## src/rtl/uart_tx_ctrl.sv

```systemverilog
// rtl/uart_tx_ctrl.sv - UART transmit framing controller driving the TX output mux select.
// Optional two-period stop field is enabled by defining UART_TX_STOP2_EN.
module uart_tx_ctrl (
    input  logic       i_clk,
    input  logic       i_rst,
    input  logic       i_tick,
    input  logic       i_data_valid,
    input  logic [7:0] i_p_data,
    input  logic       i_par_en,
    input  logic       i_par_type,
    output logic [2:0] o_sel,
    output logic       o_ser_data,
    output logic       o_par_bit,
    output logic       o_busy
);

    localparam logic [2:0] S_IDLE   = 3'b000;
    localparam logic [2:0] S_START  = 3'b001;
    localparam logic [2:0] S_DATA   = 3'b010;
    localparam logic [2:0] S_PARITY = 3'b011;
    localparam logic [2:0] S_STOP   = 3'b100;

    logic [2:0] r_state;
    logic [2:0] r_cnt;
    logic [7:0] r_data;
    logic       r_par_en;
    logic       r_par_type;
    logic       r_busy;
`ifdef UART_TX_STOP2_EN
    logic       r_stop2;
`endif

    always_ff @(posedge i_clk) begin
        if (i_rst) begin
            r_state    <= S_IDLE;
            r_cnt      <= 3'd0;
            r_data     <= 8'h00;
            r_par_en   <= 1'b0;
            r_par_type <= 1'b0;
            r_busy     <= 1'b0;
`ifdef UART_TX_STOP2_EN
            r_stop2    <= 1'b0;
`endif
        end else begin
            case (r_state)
                S_IDLE: begin
                    if (i_data_valid) begin
                        r_data     <= i_p_data;
                        r_par_en   <= i_par_en;
                        r_par_type <= i_par_type;
                        r_cnt      <= 3'd0;
                        r_busy     <= 1'b1;
                        r_state    <= S_START;
`ifdef UART_TX_STOP2_EN
                        r_stop2    <= 1'b0;
`endif
                    end
                end
                S_START: begin
                    if (i_tick) begin
                        r_state <= S_DATA;
                    end
                end
                S_DATA: begin
                    if (i_tick) begin
                        if (r_cnt == 3'd7) begin
                            r_state <= r_par_en ? S_PARITY : S_STOP;
                        end else begin
                            r_cnt <= r_cnt + 3'd1;
                        end
                    end
                end
                S_PARITY: begin
                    if (i_tick) begin
                        r_state <= S_STOP;
                    end
                end
                S_STOP: begin
                    if (i_tick) begin
`ifdef UART_TX_STOP2_EN
                        if (r_stop2) begin
                            r_state <= S_IDLE;
                            r_busy  <= 1'b0;
                        end else begin
                            r_stop2 <= 1'b1;
                        end
`else
                        r_state <= S_IDLE;
                        r_busy  <= 1'b0;
`endif
                    end
                end
                default: begin
                    r_state <= S_IDLE;
                    r_busy  <= 1'b0;
                end
            endcase
        end
    end

    // Parity depends only on fields latched at accept, so it is constant for the whole frame.
    assign o_par_bit  = (^r_data) ^ r_par_type;
    assign o_sel      = r_state;
    assign o_ser_data = r_data[r_cnt];
    assign o_busy     = r_busy;

endmodule

```

## config.mk

```make
export PLATFORM = sky130hd
export DESIGN_NAME = uart_tx_ctrl
export DESIGN_NICKNAME = d
export VERILOG_FILES = /design/src/rtl/uart_tx_ctrl.sv
export SDC_FILE = /design/constraint.sdc
export NUM_CORES = 1
export LEC_CHECK = 0
export CAP_MARGIN = 0
export CORE_MARGIN = 3
export CORE_UTILIZATION = 45
export DETAILED_ROUTE_END_ITERATION = 8
export PLACE_DENSITY = 0.81
export SYNTH_ARGS = -nofsm -noshare
export SYNTH_HDL_FRONTEND = slang
export SYNTH_SLANG_ARGS = --single-unit
```

## constraint.sdc

```tcl
create_clock -name i_clk -period 1.9 [get_ports i_clk]
set_input_delay 0.38 -clock i_clk [delete_from_list [all_inputs] [get_ports i_clk]]
set_output_delay 0.38 -clock i_clk [all_outputs]
set_load 0.02 [all_outputs]
```

## Word-level counts from Yosys, hierarchy flattened

Cells that the tools add are included.

- Add/subtract/negate cells: 1
- Order comparisons: 1
- Equal/unequal tests: 12
- Muxes and demuxes: 17
- Bitwise logic cells: 2
- Reduce and logical (&&, ||, !) cells: 8

Operator list:

| operator | count |
|---|---|
| 3-bit 2-to-1 mux | 10 |
| 3-bit one-hot mux with 5 select lines | 1 |
| 2-bit != test, second input constant | 7 |
| 8-bit XOR reduction | 1 |
| 3-bit by 2-bit equality test with 1-bit output, second input constant | 2 |
| 3-bit equality test, second input constant | 2 |
| 3-bit one-hot mux with 2 select lines | 1 |
| 6-bit AND reduction | 1 |
| 3-bit by 4-bit less-than comparator with 1-bit output, second input constant | 1 |
| 4-bit AND reduction | 1 |
| 3-bit by 1-bit adder with 3-bit output, second input constant | 1 |
| 1-bit binary-select mux with 3-bit select | 1 |
| 3-bit by 1-bit equality test with 1-bit output, second input constant | 1 |
| 3-bit logical NOT | 1 |
| 1-bit 2-to-1 mux | 3 |
| 1-bit one-hot mux with 3 select lines | 1 |
| 3-bit AND reduction | 1 |
| 3-bit OR reduction | 1 |
| 2-bit AND reduction | 1 |
| 2-bit nonzero test | 1 |
| 1-bit inverter | 1 |
| 1-bit XOR | 1 |

- Register bits: 17
- Input port bits: 14
- Output and inout bits: 6
- Word-level logic and storage cells: 47

## Logic depth before layout (Yosys ltp)

- Depth after elaboration: 4
- Depth in mapped cells: 6

## Worst setup path before layout

No wires, ideal clock.

- Kind: register -> output
- Start point: reg r_cnt[0]
- End point: out o_ser_data
- Arrival: 1.214 ns
- Data required time: 1.520 ns
- Path slack: 0.306 ns
- Cell stages (with the launch flop): 3
- Cells stage by stage: dfxtp_1 > mux4_2 > mux2_2

- Word-level cells in the longest chain between the ends: 2

RTL lines:

| item | RTL line | RTL |
|---|---|---|
| from (decl) | 24 | `logic [2:0] r_cnt;` |
| from (signal assigned) | 69 | `r_cnt <= r_cnt + 3'd1;` |
| 1-bit binary-select mux with 3-bit select | 104 | `assign o_ser_data = r_data[r_cnt];` |
| 1-bit 2-to-1 mux (implied by the code) | 104 |  |
| to (decl) | 12 | `output logic o_ser_data,` |

Every way passes these cells. The select of a mux whose other input is x is not followed.

## Worst setup path after layout

- Start point: reg r_cnt[1]
- End point: out o_ser_data

The elaborated chain is that of the path after synthesis.

==> qor.csv <==
metric,value,unit
status,finished with violations,
failing checks,setup timing,
final net count,142,
initial antenna violation count,0,
Die Y-Extent,49.4,µm
Pleak,0.455,nW
Worst path slowest cell,mux4_2,
ranking of synthesized cells by area,"dfxtp_1 (40%), nand2_1 (10%), a21oi_1 (7.1%)",
IO Pins,20,
pwr dens,718,nW/µm²
crit path DAT,1.55,ns
final hold violation count,0,
clk buf depth,2,
most common cell in the netlist,nand2_1,
Synth Area per Inst,8.54,µm²
"CP delay by family, top",multiplexers,
CP max FO,2,
detailed placer's ending HPWL,1.49,mm
GPL Wtd Cong,0.835,
VDD IR max,0.474,mV
DRC,0,
critical path buffer and inverter count,1,
"Reg clk slew, reported paths",0.10,ns
Reg2Reg Setup Slack,0.13,ns
first-pass iteration count of the detailed router,4,
WS Path Type,reg -> out,
Hold/Removal Path Class,reg -> reg,
# diodes,0,
post-route ant nets,0,
post-route cell area,1150,µm²
cell area after placement,1100,µm²
crit-path cells,"mux4_2, mux2_4, buf_6",
Main synth FF type,dfxtp_1,
crit end category,output pin,
TritonCTS Buffers,3,
synth unique cells,28,
worst hold endpoint,r_par_type$_SDFFE_PP0P_,
area delta synth->final,35.7,%
core area,1750,µm²
DR vias,758,
Max Transition Viols Final,0,
hold buffers post-CTS,0,
FMAX,0.518,GHz
fin crit period,1.93,ns
share of cells above drive strength 1,24.0,%
Total GRT Usage,17.7,%
crit start category,flop,
Synth async-reset ratio,0,%
worst setup margin,-0.0319,ns
first-pass GRT wire length,3.24,mm
Synth top cells by count,"nand2_1 (23), dfxtp_1 (17), a21oi_1 (12)",
worst-case reg-to-reg path depth,7,
fin crit share,102,%
unrepaired setup endpoints after global routing,yes,
CTS tree,done,
H-tree lvl count,1,
Routed WL,2.00,mm
post-synth net total,115,
via-per-instance ratio,5.05,
relative slew slack,75.9,%
final hold slack,0.487,ns
WP data required,1.52,ns
Rows,15,
MaxCap Viol Count,0,
Synth area leader,dfxtp_1,
gr ovfl total,0,
"EDFF count, synth",0,
synthesized netlist cell count,99,
Syn. warnings,0,
full die area,2440,µm²
Initial DRC Count,4,
CTS Sinks,17,
RR Startpoint,r_cnt[0]$_SDFFE_PP0P_,
worst skew pair latency,0.29,ns
HP Start,r_par_type$_SDFFE_PP0P_,
Die X-Extent,49.4,µm
post-CTS setup buffers,0,
CP peak stage delay,0.50,ns
final setup violation count,1,
IO buf count,19,
r2r endpoint,r_cnt[1]$_SDFFE_PP0P_,
hold depth,2,
clock skew,0.00300,ns
per-cell routed wire length,13.4,µm
vias in the first global route,733,
starting density of the core,48.5,%
Mapped Area,846,µm²
Worst-Margin Slew,0.361,ns
largest net degree at the start of global routing,18,
register area share after synthesis,40.2,%
"FF+latch count, synth",17,
Synth top area share,40.2,%
root buf cell,clkbuf_4,
-- kinds of logic (layout without fill, tap and decap cells) --
family	Yosys count	count (layout)	share of synthesized area [%]
fa+ha+maj	2	2	2.96
flops	17	17	40.2
xor+xnor	8	8	8.28
compound gates	21	21	14.1
buf+inv	9	35	5.92
mux	3	3	6.66
simple gates	39	39	21.9
-- registers in the layout (all words and copies together) (netlist names) --
signal	cells
o_busy	1
o_sel	3
r_cnt	3
r_data	8
r_par_en	1
r_par_type	1
-- worst max path at each step --
stage	cells after the start	slack [ns]	end	startpoint
final	3	-0.03	o_ser_data	r_cnt[1]$_SDFFE_PP0P_
after global routing	3	-0.08	o_ser_data	r_cnt[0]$_SDFFE_PP0P_
after global placement	3	-0.09	o_ser_data	r_cnt[1]$_SDFFE_PP0P_
after CTS	3	-0.05	o_ser_data	r_cnt[1]$_SDFFE_PP0P_
after floorplan	2	0.31	o_ser_data	r_cnt[0]$_SDFFE_PP0P_
after detailed placement	3	-0.13	o_ser_data	r_cnt[0]$_SDFFE_PP0P_
-- worst reg2reg max path: stages (launching register included) --
cell and delay (ns):
dfxtp_2 0.34, buf_4 0.15, ha_1 0.20, ha_1 0.21
nand3b_1 0.21, a211o_1 0.35, a22oi_1 0.15, nor2_1 0.06
-- metal layers --
metal	wire, µm	GRT usage (%)	vias to the layer above	share of wire, %
li1	-	-	386	-
met2	1020	29.7	13	51
met3	75	3.67	5	3.7
met1	869	20.9	354	43
met5	0	0	-	0
met4	42	9.48	0	2.1
-- cell usage in the layout (no fill, tap or decap), types with 2 or more instances in the layout --
cell type / count
dfxtp_1: 9
xor2_1: 2
ha_1: 2
clkdlybuf4s50_1: 17
buf_4: 11
nand2_1: 23
nor2_1: 4
nor3_1: 4
a22oi_1: 2
o21ai_0: 3
inv_1: 2
xnor2_1: 5
mux4_2: 2
a21oi_1: 12
dfxtp_2: 8
clkbuf_4: 3
nand3b_1: 2
-- area by class of cell --
class	instances	area [µm²]
clock buffer	3	22.5
tap	25	31.3
inverter	2	7.51
clock inverter	1	5.00
fill	151	598
timing repair buffer	29	264
sequential	17	350
multi-input combinational	73	467
-- repair_timing --
item,4_1_cts,5_1_grt
gates resized for setup,14,8
setup endpoints to repair,2,4
pin swaps,0,0
-- metrics by stage --
step | setup WS [ns] | power, mW | utilization (%) | cells | setup TNS (ns)
global route | -0.0795 | 0.868 | 65.7 | 150 | -0.0879
CTS | -0.0459 | 0.819 | 64.7 | 150 | -0.0459
detailed placement | -0.128 | 0.637 | 63.0 | 146 | -0.238
finish | -0.0319 | 0.824 | 65.7 | 150 | -0.0319
floorplan | 0.306 | 0.540 | - | 99 | 0
global placement | -0.0900 | 0.629 | 63.0 | 146 | -0.140
-- power by group --
| part | leakage (nW) | internal, mW | switching (mW) |
|---|---|---|---|
| sequential | 0.142 | 0.380 | 0.0230 |
| combinational | 0.295 | 0.122 | 0.105 |
| clock | 0.0177 | 0.0784 | 0.115 |
| total | 0.455 | 0.580 | 0.244 |
No activity file was read; power rests on OpenSTA's default activity.
